File: src/rtl/rssb_mem_arbiter_pkg.sv
// Shared types and defaults for the RSSB memory arbiter.
package rssb_pkg;
  localparam int DATA_W_DEF = 16;
  localparam int ADDR_W_DEF = 8;
  localparam int RUN_W      = 4;

  typedef enum logic [1:0] {
    S_OPEN    = 2'd0,
    S_LOCKING = 2'd1,
    S_LOCKED  = 2'd2
  } arb_state_t;

  typedef enum logic [1:0] {
    TAG_NONE = 2'd0,
    TAG_CORE = 2'd1,
    TAG_HOST = 2'd2
  } rd_tag_t;
endpackage

File: src/rtl/rssb_mem_arbiter_if.sv
// Core, host and memory-macro signals around the arbiter.
interface rssb_mem_arbiter_if #(
  parameter int DATA_W = 16,
  parameter int ADDR_W = 8
);
  logic              core_req;
  logic              core_we;
  logic [ADDR_W-1:0] core_addr;
  logic [DATA_W-1:0] core_wdata;
  logic              core_gnt;
  logic              core_rvalid;
  logic [DATA_W-1:0] core_rdata;

  logic              host_valid;
  logic              host_we;
  logic [ADDR_W-1:0] host_addr;
  logic [DATA_W-1:0] host_wdata;
  logic              host_ready;
  logic              host_rvalid;
  logic [DATA_W-1:0] host_rdata;
  logic              host_lock;
  logic              locked;

  logic              mem_en;
  logic              mem_we;
  logic [ADDR_W-1:0] mem_addr;
  logic [DATA_W-1:0] mem_wdata;
  logic [DATA_W-1:0] mem_rdata;

  // Arbiter side
  modport slave (
    input  core_req, core_we, core_addr, core_wdata,
    output core_gnt, core_rvalid, core_rdata,
    input  host_valid, host_we, host_addr, host_wdata, host_lock,
    output host_ready, host_rvalid, host_rdata, locked,
    output mem_en, mem_we, mem_addr, mem_wdata,
    input  mem_rdata
  );

  // Requesters plus memory macro
  modport master (
    output core_req, core_we, core_addr, core_wdata,
    input  core_gnt, core_rvalid, core_rdata,
    output host_valid, host_we, host_addr, host_wdata, host_lock,
    input  host_ready, host_rvalid, host_rdata, locked,
    input  mem_en, mem_we, mem_addr, mem_wdata,
    output mem_rdata
  );
endinterface

File: src/rtl/rssb_mem_arbiter_pick.sv
// Combinational winner select: core-first with a bounded run, host-only once lock begins.
module rssb_arb_pick
  import rssb_pkg::*;
#(
  parameter int MAX_CORE_RUN = 4
) (
  input  logic             core_req_i,
  input  logic             host_valid_i,
  input  logic [RUN_W-1:0] run_i,
  input  arb_state_t       state_i,
  output logic             core_win_o,
  output logic             host_win_o
);
  localparam logic [RUN_W-1:0] RUN_MAX = RUN_W'(MAX_CORE_RUN);

  always_comb begin
    core_win_o = 1'b0;
    host_win_o = 1'b0;
    if (state_i == S_OPEN) begin
      if (core_req_i && host_valid_i) begin
        core_win_o = (run_i < RUN_MAX);
        host_win_o = !(run_i < RUN_MAX);
      end else begin
        core_win_o = core_req_i;
        host_win_o = host_valid_i;
      end
    end else begin
      host_win_o = host_valid_i;
    end
  end
endmodule

File: src/rtl/rssb_mem_arbiter.sv
// Single-port memory arbiter between the RSSB core and a host/loader port,
// with a starvation bound for the host and a host-exclusive lock mode.
module rssb_mem_arbiter
  import rssb_pkg::*;
#(
  parameter int DATA_W       = DATA_W_DEF,
  parameter int ADDR_W       = ADDR_W_DEF,
  parameter int MAX_CORE_RUN = 4
) (
  input  logic clk,
  input  logic rst,
  rssb_mem_arbiter_if.slave bus
);
  localparam logic [RUN_W-1:0] RUN_MAX = RUN_W'(MAX_CORE_RUN);

  arb_state_t       state_q, state_d;
  logic [RUN_W-1:0] run_q, run_d;
  rd_tag_t          tag_q, tag_d;
  logic             locked_q, locked_d;

  logic core_win, host_win, core_go, host_go;
  logic              mem_we_d;
  logic [ADDR_W-1:0] mem_addr_d;
  logic [DATA_W-1:0] mem_wdata_d;

  rssb_arb_pick #(.MAX_CORE_RUN(MAX_CORE_RUN)) u_pick (
    .core_req_i   (bus.core_req),
    .host_valid_i (bus.host_valid),
    .run_i        (run_q),
    .state_i      (state_q),
    .core_win_o   (core_win),
    .host_win_o   (host_win)
  );

  // No grant may leak while reset is held, even with requests present
  assign core_go = core_win & ~rst;
  assign host_go = host_win & ~rst;

  always_comb begin
    mem_we_d    = 1'b0;
    mem_addr_d  = '0;
    mem_wdata_d = '0;
    if (core_go) begin
      mem_we_d    = bus.core_we;
      mem_addr_d  = bus.core_addr;
      mem_wdata_d = bus.core_wdata;
    end else if (host_go) begin
      mem_we_d    = bus.host_we;
      mem_addr_d  = bus.host_addr;
      mem_wdata_d = bus.host_wdata;
    end
  end

  assign bus.core_gnt    = core_go;
  assign bus.host_ready  = host_go;
  assign bus.mem_en      = core_go | host_go;
  assign bus.mem_we      = mem_we_d;
  assign bus.mem_addr    = mem_addr_d;
  assign bus.mem_wdata   = mem_wdata_d;
  assign bus.core_rvalid = (tag_q == TAG_CORE);
  assign bus.host_rvalid = (tag_q == TAG_HOST);
  assign bus.core_rdata  = (tag_q == TAG_CORE) ? bus.mem_rdata : '0;
  assign bus.host_rdata  = (tag_q == TAG_HOST) ? bus.mem_rdata : '0;
  assign bus.locked      = locked_q;

  always_comb begin
    state_d = state_q;
    run_d   = '0;
    case (state_q)
      S_OPEN: begin
        if (bus.host_lock) state_d = S_LOCKING;
        if (core_win && bus.host_valid)
          run_d = (run_q < RUN_MAX) ? run_q + 1'b1 : run_q;
      end
      // The core cannot be granted here, and a core read tagged on entry
      // retires this very cycle, so one LOCKING cycle always suffices.
      S_LOCKING: state_d = bus.host_lock ? S_LOCKED : S_OPEN;
      S_LOCKED:  if (!bus.host_lock) state_d = S_OPEN;
      default:   state_d = S_OPEN;
    endcase
  end

  always_comb begin
    tag_d = TAG_NONE;
    if (core_go && !bus.core_we)      tag_d = TAG_CORE;
    else if (host_go && !bus.host_we) tag_d = TAG_HOST;
  end

  assign locked_d = (state_d == S_LOCKED);

  always_ff @(posedge clk or posedge rst) begin
    if (rst) begin
      state_q  <= S_OPEN;
      run_q    <= '0;
      tag_q    <= TAG_NONE;
      locked_q <= 1'b0;
    end else begin
      state_q  <= state_d;
      run_q    <= run_d;
      tag_q    <= tag_d;
      locked_q <= locked_d;
    end
  end
endmodule

File: src/flat_wrapper.sv
// flat-port wrapper written by rule: the top's interface ports become plain ports
module rssb_mem_arbiter_flat import rssb_pkg::*;
#(
  parameter int DATA_W       = DATA_W_DEF,
  parameter int ADDR_W       = ADDR_W_DEF,
  parameter int MAX_CORE_RUN = 4
)
  (clk, rst, bus_core_req, bus_core_we, bus_core_addr, bus_core_wdata, bus_core_gnt, bus_core_rvalid, bus_core_rdata, bus_host_valid, bus_host_we, bus_host_addr, bus_host_wdata, bus_host_lock, bus_host_ready, bus_host_rvalid, bus_host_rdata, bus_locked, bus_mem_en, bus_mem_we, bus_mem_addr, bus_mem_wdata, bus_mem_rdata);
  rssb_mem_arbiter_if #(.DATA_W(DATA_W), .ADDR_W(ADDR_W)) bus_i ();
  input  logic clk;
  input  logic rst;
  input wire logic [$bits(bus_i.core_req)-1:0] bus_core_req;
  input wire logic [$bits(bus_i.core_we)-1:0] bus_core_we;
  input wire logic [$bits(bus_i.core_addr)-1:0] bus_core_addr;
  input wire logic [$bits(bus_i.core_wdata)-1:0] bus_core_wdata;
  output wire logic [$bits(bus_i.core_gnt)-1:0] bus_core_gnt;
  output wire logic [$bits(bus_i.core_rvalid)-1:0] bus_core_rvalid;
  output wire logic [$bits(bus_i.core_rdata)-1:0] bus_core_rdata;
  input wire logic [$bits(bus_i.host_valid)-1:0] bus_host_valid;
  input wire logic [$bits(bus_i.host_we)-1:0] bus_host_we;
  input wire logic [$bits(bus_i.host_addr)-1:0] bus_host_addr;
  input wire logic [$bits(bus_i.host_wdata)-1:0] bus_host_wdata;
  input wire logic [$bits(bus_i.host_lock)-1:0] bus_host_lock;
  output wire logic [$bits(bus_i.host_ready)-1:0] bus_host_ready;
  output wire logic [$bits(bus_i.host_rvalid)-1:0] bus_host_rvalid;
  output wire logic [$bits(bus_i.host_rdata)-1:0] bus_host_rdata;
  output wire logic [$bits(bus_i.locked)-1:0] bus_locked;
  output wire logic [$bits(bus_i.mem_en)-1:0] bus_mem_en;
  output wire logic [$bits(bus_i.mem_we)-1:0] bus_mem_we;
  output wire logic [$bits(bus_i.mem_addr)-1:0] bus_mem_addr;
  output wire logic [$bits(bus_i.mem_wdata)-1:0] bus_mem_wdata;
  input wire logic [$bits(bus_i.mem_rdata)-1:0] bus_mem_rdata;
  assign bus_i.core_req = bus_core_req;
  assign bus_i.core_we = bus_core_we;
  assign bus_i.core_addr = bus_core_addr;
  assign bus_i.core_wdata = bus_core_wdata;
  assign bus_core_gnt = bus_i.core_gnt;
  assign bus_core_rvalid = bus_i.core_rvalid;
  assign bus_core_rdata = bus_i.core_rdata;
  assign bus_i.host_valid = bus_host_valid;
  assign bus_i.host_we = bus_host_we;
  assign bus_i.host_addr = bus_host_addr;
  assign bus_i.host_wdata = bus_host_wdata;
  assign bus_i.host_lock = bus_host_lock;
  assign bus_host_ready = bus_i.host_ready;
  assign bus_host_rvalid = bus_i.host_rvalid;
  assign bus_host_rdata = bus_i.host_rdata;
  assign bus_locked = bus_i.locked;
  assign bus_mem_en = bus_i.mem_en;
  assign bus_mem_we = bus_i.mem_we;
  assign bus_mem_addr = bus_i.mem_addr;
  assign bus_mem_wdata = bus_i.mem_wdata;
  assign bus_i.mem_rdata = bus_mem_rdata;
  rssb_mem_arbiter #(.DATA_W(DATA_W), .ADDR_W(ADDR_W), .MAX_CORE_RUN(MAX_CORE_RUN)) u_core (.clk(clk), .rst(rst), .bus(bus_i));
endmodule
File: config.mk
export PLATFORM = sky130hd
export DESIGN_NAME = rssb_mem_arbiter_flat
export DESIGN_NICKNAME = d
export VERILOG_FILES = /design/src/rtl/rssb_mem_arbiter_pkg.sv /design/src/rtl/rssb_mem_arbiter_if.sv /design/src/rtl/rssb_mem_arbiter_pick.sv /design/src/rtl/rssb_mem_arbiter.sv /design/src/flat_wrapper.sv
export SDC_FILE = /design/constraint.sdc
export NUM_CORES = 1
export LEC_CHECK = 0
export CAP_MARGIN = 10
export CORE_ASPECT_RATIO = 0.75
export CORE_MARGIN = 10
export CORE_UTILIZATION = 27
export CTS_BUF_LIST = sky130_fd_sc_hd__clkbuf_2
export CTS_CLUSTER_DIAMETER = 60
export DETAILED_ROUTE_END_ITERATION = 10
export HOLD_SLACK_MARGIN = 0.03
export PLACE_DENSITY_LB_ADDON = 0.05
export SETUP_SLACK_MARGIN = 0.02
export SKIP_LAST_GASP = 1
export SYNTH_ARGS = -nofsm -noshare
export SYNTH_HDL_FRONTEND = slang
export SYNTH_SLANG_ARGS = --single-unit
File: constraint.sdc
create_clock -name clk -period 1.5 [get_ports clk]
set_input_delay 0.225 -clock clk [delete_from_list [all_inputs] [get_ports clk]]
set_output_delay 0.225 -clock clk [all_outputs]
set_load 0.005 [all_outputs]
**Word-level counts from Yosys, hierarchy flattened**

Index checks and enable logic that the tools add are counted.

- $add $sub $neg: 1
- Magnitude comparators: 1
- Equal/unequal tests: 6
- Mux-type cells: 21
- Bitwise logic cells: 4
- Reduce and logical (&&, ||, !) cells: 8

Operator list:

| operator | count |
|---|---|
| 16-bit 2-to-1 mux | 4 |
| 8-bit 2-to-1 mux | 2 |
| 4-bit 2-to-1 mux | 3 |
| 2-bit 2-to-1 mux | 5 |
| 2-bit == test, second input constant | 3 |
| 1-bit 2-to-1 mux | 6 |
| 2-bit one-hot mux with 3 select lines | 1 |
| 4-bit by 1-bit adder with 4-bit output, second input constant | 1 |
| 2-bit by 1-bit == test with 1-bit output, second input constant | 2 |
| 1-bit logical AND | 4 |
| 4-bit by 3-bit < comparator with 1-bit output, second input constant | 1 |
| 1-bit logical NOT | 3 |
| 3-bit != test, second input constant | 1 |
| 1-bit bitwise AND | 2 |
| 2-bit logical NOT | 1 |
| 1-bit NOT | 1 |
| 1-bit bitwise OR | 1 |

- Register bits after elaboration: 9
- Output and inout bits: 63

**Depth between registers and ports, before layout**

Gate-level depths: netlist of the first run.

- Word-level depth: 8
- Depth in mapped cells: 5
- Gate-level depth less buffers: 3

**By module**

A second synthesis of the first run with hierarchy kept.

- Cells, all modules: 104
- Area, all modules: 913.4 um2

Modules (own cells, without submodules):

| module | instances | cells each | area each (um2) | sequential area each (um2) |
|---|---|---|---|---|
| rssb_mem_arbiter | 1 | 100 | 884.6 | 225.2 |
| rssb_arb_pick | 1 | 4 | 28.8 | 0.0 |

**Worst setup path before layout of the first run**

No wires, ideal clock.

- Path type: flip-flop to output port
- Start: register u_core.state_q[0]
- End: output bus_mem_addr[0]
- Arrival time: 1,219 ps
- Required time: 1,275 ps
- Setup slack: 56 ps
- Cell stages (with the launch flop): 6
- Path buffers: 2
- Path through: dfrtp_1 > nor3b_4 > and2_1 > buf_6 > buf_8 > a32o_2

- Cells in the longest elaborated chain, start to end: 5

Ends and longest elaborated chain:

| item | RTL line | source |
|---|---|---|
| start, declared | rssb_mem_arbiter.sv:16 | `arb_state_t state_q, state_d;` |
| start signal, assigned | rssb_mem_arbiter.sv:98 | `state_q <= state_d;` |
| 2-bit logical NOT * | rssb_mem_arbiter_pick.sv:19 | `if (state_i == S_OPEN) begin` |
| 1-bit 2-to-1 mux | rssb_mem_arbiter_pick.sv:19 |  |
| 1-bit bitwise AND | rssb_mem_arbiter.sv:37 | `assign host_go = host_win & ~rst;` |
| 8-bit 2-to-1 mux | rssb_mem_arbiter.sv:47 | `end else if (host_go) begin` |
| 8-bit 2-to-1 mux * | rssb_mem_arbiter.sv:43 | `if (core_go) begin` |
| end, declared | flat_wrapper.sv:30 | `output wire logic [$bits(bus_i.mem_addr)-1:0] bus_mem_addr;` |

Every way passes the cells marked *; elsewhere a longest branch is shown, timed or not.

**Final worst setup path of the first run**

- Start: register u_core.tag_q[1]
- End: output bus_core_rdata[2]

- Cells in the longest elaborated chain, start to end: 2

Ends and longest elaborated chain:

| item | RTL line | source |
|---|---|---|
| start, declared | rssb_mem_arbiter.sv:18 | `rd_tag_t tag_q, tag_d;` |
| start signal, assigned | rssb_mem_arbiter.sv:100 | `tag_q <= tag_d;` |
| 2-bit by 1-bit == test with 1-bit output | rssb_mem_arbiter.sv:62 | `assign bus.core_rdata = (tag_q == TAG_CORE) ? bus.mem_rdata : '0;` |
| 16-bit 2-to-1 mux | rssb_mem_arbiter.sv:62 |  |
| end, declared | flat_wrapper.sv:18 | `output wire logic [$bits(bus_i.core_rdata)-1:0] bus_core_rdata;` |

Every way passes these cells.

==> key figures, run 1 <==
Critical path
  • Worst path bufs/invs: 7
  • Worst path max stage delay: 0.43 ns
  • Kind of critical path: reg -> out
  • Startpoint type of the worst setup path: flop
  • Crit end category: output port
  • Crit-path slowest cell: dfrtp_1
  • Cell mode on critical path: buf_6
  • WP data required: 1.27 ns
  • Max Fanout on Critical Path: 3
  • Arrival time at the worst endpoint: 1.71 ns
  • Crit path max-delay family: buffers and inverters
  • CP Cell Sequence: buf_6 -> buf_6 -> buf_6 -> nor2b_4 -> buf_6 -> buf_6 -> buf_6 -> and2_1 -> clkbuf_2

Yosys
  • Distinct cell type count after synthesis: 22
  • Top post-synthesis cells by area: and2_1, a32o_2, dfrtp_1
  • Yosys Warn Count: 0
  • Mapped Cells: 127
  • Avg Cell Area, Syn: 8.749 um2
  • Yosys top cell by area: and2_1
  • Post-Syn Area: 0.001111 mm2
  • Top-area cell type share of the netlist area: 0.3435
  • Syn_nets: 199
  • Post-synthesis sequential area ratio: 0.2027
  • Synth Register Bits: 9

Routing
  • # DRC: 0
  • ANT nets after route: 0
  • DR vias: 1663
  • WL/cell: 19.11 um
  • DR pass1 iterations: 6
  • Routed vias/inst: 4.711
  • Iter 0 DRT Violations: 63
  • Final wirelength: 6747 um

Cells and area
  • Layout area overhead: 163.3%
  • Non-Filler Instances: 353
  • Cell area after layout: 0.002925 mm2
  • Share of layout cells above drive strength 1: 0.5067
  • Final nets: 371
  • Core Util, Final: 0.7306
  • Ant diodes: 0

STA
  • Final Hold Fails: 0
  • Min cycle time layout: 1.939 ns
  • Part of the cycle the worst path needs: 1.292
  • Unrepaired setup endpoints after global routing: yes
  • Final setup TNS: -20.13 ns
  • Pins Over Slew Limit: 0
  • Hold slack final: 0.4232 ns
  • Final setup violating endpoints: 61
  • Clock skew: 0.003407 ns
  • Max Clk Rate: 515.8 MHz
  • Final Worst Setup Slack: -0.4387 ns

Power and ir drop
  • Sw Pwr: 412.0 uW
  • Switching portion of total power: 0.3128
  • Seq pwr share: 0.213
  • Pleak: 1.532 nW
  • Pwr dens: 450.3 mW/mm2
  • Combinational share of power: 0.669
  • Clock network power share: 0.119
  • Peak VDD IR: 570.6 uV
  • Total Power: 1.317 mW
  • Int Pwr: 905.3 uW

Clock tree
  • Number of hold buffers added after CTS: 0
  • CTS tree: yes
  • H-tree depth: 1
  • Root Buffer: clkbuf_2
  • Clk sink count: 9
  • Total CTS buffers: 3
  • Worst-Skew Late Latency: 0.26 ns
  • Bufs on Longest Clock Path: 2
  • Clk slew on worst S/H paths: 0.10 ns

Floorplanning
  • Die Ht: 75.56 um
  • I/O pin cnt: 134
  • Core Area: 0.004004 mm2
  • Core Rows: 20
  • Initial core utilization: 0.2775
  • DIE AREA: 0.007107 mm2
  • Die Wd: 94.07 um

Worst hold path
  • Hold crit path type: in -> reg

Global routing
  • Gr ovfl total: 0
  • Number of global-route vias before repair: 1626
  • Initial antenna violation count: 0
  • Largest net degree at the start of global routing: 22
  • First-pass GRT wire length: 9432 um
  • Total track usage: 0.1686

Placement
  • Hpwl dp: 4705 um
  • Number of port buffers: 133
  • Area after DPL: 0.002599 mm2
  • Setup slack at placement: -0.7411 ns
  • Placed insts: 320
  • GP Congestion: 0.7599

Job
  • Max_cap viols: 0

Status
  • Run status: complete, but fails checks
  • Failing checks: negative setup slack
[Yosys cell counts]
cell / count
xor2_1: 1
nand2_2: 1
buf_4: 1
a32o_1: 5
nor2_1: 3
nor3b_1: 3
a32o_2: 20
ha_1: 1
nor2b_1: 3
buf_8: 2
and2_1: 61
clkbuf_1: 6
buf_6: 2
and2_2: 1
dfrtp_1: 9
o21ai_0: 1
clkinv_1: 1
and2b_1: 1
and3_1: 2
and3_2: 1
conb_1: 1
nor3b_4: 1
[power by group through the flow]
stage | Clock (mW) | Sequential, mW | Combinational (mW)
floorplan | 0 | 0.285 | 0.261
global placement | 0 | 0.282 | 0.717
detailed placement | 0 | 0.284 | 0.723
CTS | 0.161 | 0.280 | 0.893
global route | 0.168 | 0.283 | 0.943
finish | 0.156 | 0.280 | 0.881
[flip-flops by register name, indices dropped and copies added (netlist names)]
name / flops
u_core.bus.locked: 1
u_core.state_q: 2
u_core.run_q: 4
u_core.tag_q: 2
[logic make-up (layout without fill, tap and decap cells)]
kind of cell | Yosys count | after routing | share of synthesized area
AO/OA/AOI/OAI | 26 | 26 | 0.2523
XOR/XNOR | 1 | 1 | 0.007884
adder cells (fa/ha/maj) | 1 | 1 | 0.01126
buffers and inverters | 12 | 183 | 0.07770
flip-flops | 9 | 9 | 0.2027
other | 1 | 1 | 0.003375
AND/OR/NAND/NOR | 77 | 77 | 0.4448
[final timing paths]
kind / from / end / slack [ns] / cells past startpoint
max: u_core.tag_q[1] / bus_core_rdata[2] / -0.44 / 9
min: bus_host_valid / u_core.run_q[1] / 0.42 / 2
max reg2reg: u_core.state_q[0] / u_core.tag_q[0] / 0.11 / 6
min reg2reg: u_core.run_q[0] / u_core.run_q[0] / 0.45 / 1
max in group asynchronous: rst / u_core.run_q[2] / 0.84 / 5
min in group asynchronous: rst / u_core.run_q[0] / 0.55 / 5
[timing repair]
item | in CTS | in global routing
pin swaps | 17 | 31
hold endpoints to repair | 0 | 0
endpoints found under the setup margin | 62 | 62
buffers inserted | 16 | 15
resized for setup | 196 | 99
gates cloned | 7 | 0
[placed cells by master (no fill, tap or decap), types with 2 or more instances in the layout]
master / instances
a32o_1: 5
a32o_2: 20
and2_1: 43
and2_4: 18
and3_1: 2
buf_12: 7
buf_2: 18
buf_4: 17
buf_6: 48
clkbuf_2: 14
clkdlybuf4s50_1: 69
dfrtp_1: 9
dlygate4sd2_1: 4
dlymetal6s2s_1: 2
nor2_1: 3
nor2b_4: 2
nor3b_1: 3
[routing by layer]
| layer | wire length (um) | global-route usage | part of all wire |
|---|---|---|---|
| met5 | 0 | 0 | 0 |
| met4 | 27 | 0.02521 | 0.0040 |
| met3 | 539 | 0.05020 | 0.080 |
| met2 | 3286 | 0.2930 | 0.49 |
| met1 | 2893 | 0.2054 | 0.43 |
[final cells by class]
cell class                      count  area [um2]
Clock buffer                        3       15.01
Clock inverter                      1       5.005
Fill cell                         302        1079
Inverter                            1       3.754
Multi-Input combinational cell    106       864.6
Sequential cell                     9       225.2
Tap cell                           55       68.82
Timing Repair Buffer              178        1743
No activity file was read; power rests on OpenSTA's default activity.
==> run 2, diff against run 1 <==
--- a/config.mk
+++ b/config.mk
@@ -15,7 +15,9 @@
 export HOLD_SLACK_MARGIN = 0.03
 export PLACE_DENSITY_LB_ADDON = 0.05
 export SETUP_SLACK_MARGIN = 0.02
+export SKIP_CTS_REPAIR_TIMING = 1
 export SKIP_LAST_GASP = 1
 export SYNTH_ARGS = -nofsm -noshare
 export SYNTH_HDL_FRONTEND = slang
 export SYNTH_SLANG_ARGS = --single-unit
+export TNS_END_PERCENT = 50
==> key figures, run 2 (synthesized netlist as in run 1, its figures left out) <==
STA
  • Min cycle time layout: 1.902 ns (was 1.939 ns)
  • Clock skew: 0.003102 ns (was 0.003407 ns)
  • Pins Over Slew Limit: 0 (unchanged)
  • Part of the cycle the worst path needs: 1.268 (was 1.292)
  • Final Worst Setup Slack: -0.4025 ns (was -0.4387 ns)
  • Final Hold Fails: 0 (unchanged)
  • Final setup violating endpoints: 63 (was 61)
  • Hold slack final: 0.2513 ns (was 0.4232 ns)
  • Unrepaired setup endpoints after global routing: yes (unchanged)
  • Max Clk Rate: 525.6 MHz (was 515.8 MHz)

Routing
  • ANT nets after route: 0 (unchanged)
  • DR vias: 1535 (was 1663)
  • WL/cell: 18.25 um (was 19.11 um)
  • Iter 0 DRT Violations: 61 (was 63)
  • Final wirelength: 6076 um (was 6747 um)
  • # DRC: 0 (unchanged)
  • DR pass1 iterations: 4 (was 6)
  • Routed vias/inst: 4.610 (was 4.711)

Critical path
  • Worst r2r path cells: 7 (was 6)
  • Reg-to-reg critical path endpoint: u_core.run_q[0] (was u_core.tag_q[0])
  • WP data required: 1.27 ns (about the same)
  • Crit end category: output port (unchanged)
  • Startpoint type of the worst setup path: flop (unchanged)
  • Kind of critical path: reg -> out (unchanged)
  • FF-to-FF Start: u_core.state_q[1] (was u_core.state_q[0])
  • Worst R2R Setup Slack: -0.07 ns (was 0.11 ns)
  • Arrival time at the worst endpoint: 1.68 ns (was 1.71 ns)
  • Max Fanout on Critical Path: 7 (was 3)

Floorplanning
  • Initial core utilization: 0.2775 (unchanged)
  • Core Rows: 20 (unchanged)
  • Die Ht: 75.56 um (unchanged)
  • Core Area: 0.004004 mm2 (unchanged)
  • DIE AREA: 0.007107 mm2 (unchanged)
  • Die Wd: 94.07 um (unchanged)
  • I/O pin cnt: 134 (unchanged)

Cells and area
  • Final nets: 351 (was 371)
  • Share of layout cells above drive strength 1: 0.2914 (was 0.5067)
  • Layout area overhead: 142.8% (was 163.3%)
  • Most frequent cells in the layout: clkdlybuf4s50_1, and2_1, a32o_2, buf_4, clkbuf_2 (was clkdlybuf4s50_1, buf_6, and2_1, a32o_2)
  • Ant diodes: 0 (unchanged)
  • Reg with most FFs: u_core.run_q (unchanged)
  • Cell area after layout: 0.002698 mm2 (was 0.002925 mm2)
  • Max reg flops: 4 (unchanged)
  • Commonest non-fill, non-tap cell in the layout: clkdlybuf4s50_1 (unchanged)
  • Biggest regs: u_core.run_q x4, u_core.state_q x2, u_core.tag_q x2 (unchanged)

Status
  • Failing checks: negative setup slack (unchanged)
  • Run status: complete, but fails checks (unchanged)

Clock tree
  • CTS tree: yes (unchanged)
  • Clk slew on worst S/H paths: 0.10 ns (about the same)
  • Worst-Skew Late Latency: 0.26 ns (about the same)
  • Total CTS buffers: 3 (unchanged)
  • Bufs on Longest Clock Path: 2 (unchanged)
  • Clk sink count: 9 (unchanged)
  • H-tree depth: 1 (unchanged)
  • Root Buffer: clkbuf_2 (unchanged)

Power and ir drop
  • Pwr dens: 455.5 mW/mm2 (was 450.3 mW/mm2)
  • Seq pwr share: 0.227 (was 0.213)
  • Peak VDD IR: 551.3 uV (was 570.6 uV)
  • Switching portion of total power: 0.3084 (was 0.3128)
  • Int Pwr: 849.7 uW (was 905.3 uW)
  • Clock network power share: 0.128 (was 0.119)
  • Sw Pwr: 379.0 uW (was 412.0 uW)
  • Pleak: 1.329 nW (was 1.532 nW)
  • Combinational share of power: 0.646 (was 0.669)

Global routing
  • Largest net degree at the start of global routing: 27 (was 22)
  • Total track usage: 0.1429 (was 0.1686)
  • Gr ovfl total: 0 (unchanged)
  • First-pass GRT wire length: 8121 um (was 9432 um)
  • Number of global-route vias before repair: 1449 (was 1626)
  • Initial antenna violation count: 0 (unchanged)

Placement
  • GP Congestion: 0.7599 (unchanged)
  • Number of port buffers: 133 (unchanged)
  • Hpwl dp: 4705 um (unchanged)
  • Area after DPL: 0.002599 mm2 (unchanged)

Worst hold path
  • Hold crit path type: in -> async (was in -> reg)

Job
  • Max_cap viols: 0 (unchanged)
run 2: per-stage QoR:
step	instances	utilization	TNS, ns	power, mW	setup slack, ns
2_1_floorplan	127	-	0	0.5463	0.05638
3_3_place_gp	320	0.6491	-20.02	0.9985	-0.7251
3_5_place_dp	320	0.6491	-20.61	1.007	-0.7411
4_1_cts	324	0.6541	-31.26	1.167	-0.7657
5_1_grt	333	0.6738	-24.52	1.299	-0.4567
6_report	333	0.6738	-19.90	1.229	-0.4025
run 2: critical path, cell delays in order (launching register included):
cell and delay [ns]:
dfrtp_1 0.42, nor3b_4 0.24, nand2_2 0.12, buf_6 0.15, clkbuf_16 0.15, a32o_2 0.22, buf_6 0.11
run 2: cell type report:
| type | instances | area, um2 |
|---|---|---|
| Tap cell | 55 | 68.82 |
| Clock inverter | 1 | 5.005 |
| Timing Repair Buffer | 158 | 1575 |
| Multi-Input combinational cell | 106 | 804.5 |
| Inverter | 1 | 3.754 |
| Clock buffer | 3 | 15.01 |
| Sequential cell | 9 | 225.2 |
| Fill cell | 342 | 1306 |
run 2: power groups by stage:
| stage | Combinational (mW) | Clock, mW | Sequential (mW) |
|---|---|---|---|
| floorplan | 0.261 | 0 | 0.285 |
| global placement | 0.717 | 0 | 0.282 |
| detailed placement | 0.723 | 0 | 0.284 |
| CTS | 0.726 | 0.161 | 0.279 |
| global route | 0.850 | 0.168 | 0.281 |
| finish | 0.794 | 0.157 | 0.278 |
run 2: worst max-delay path by stage:
stage	from	endpoint	slack, ns	depth (start not counted)
after floorplan	u_core.state_q[0]	bus_mem_addr[0]	0.06	5
after global placement	bus_host_valid	bus_mem_wdata[7]	-0.73	6
after detailed placement	bus_core_req	bus_mem_wdata[11]	-0.74	6
after CTS	u_core.state_q[0]	bus_mem_wdata[11]	-0.77	5
after global routing	u_core.state_q[1]	bus_mem_addr[4]	-0.46	6
final	u_core.state_q[1]	bus_mem_wdata[5]	-0.40	6
run 2: routing by layer:
metal | part of all wire | global-route usage | routed length [um]
met5 | 0 | 0 | 0
met4 | 0.0035 | 0.02521 | 21
met3 | 0.073 | 0.04035 | 444
met2 | 0.47 | 0.2471 | 2870
met1 | 0.45 | 0.1749 | 2739
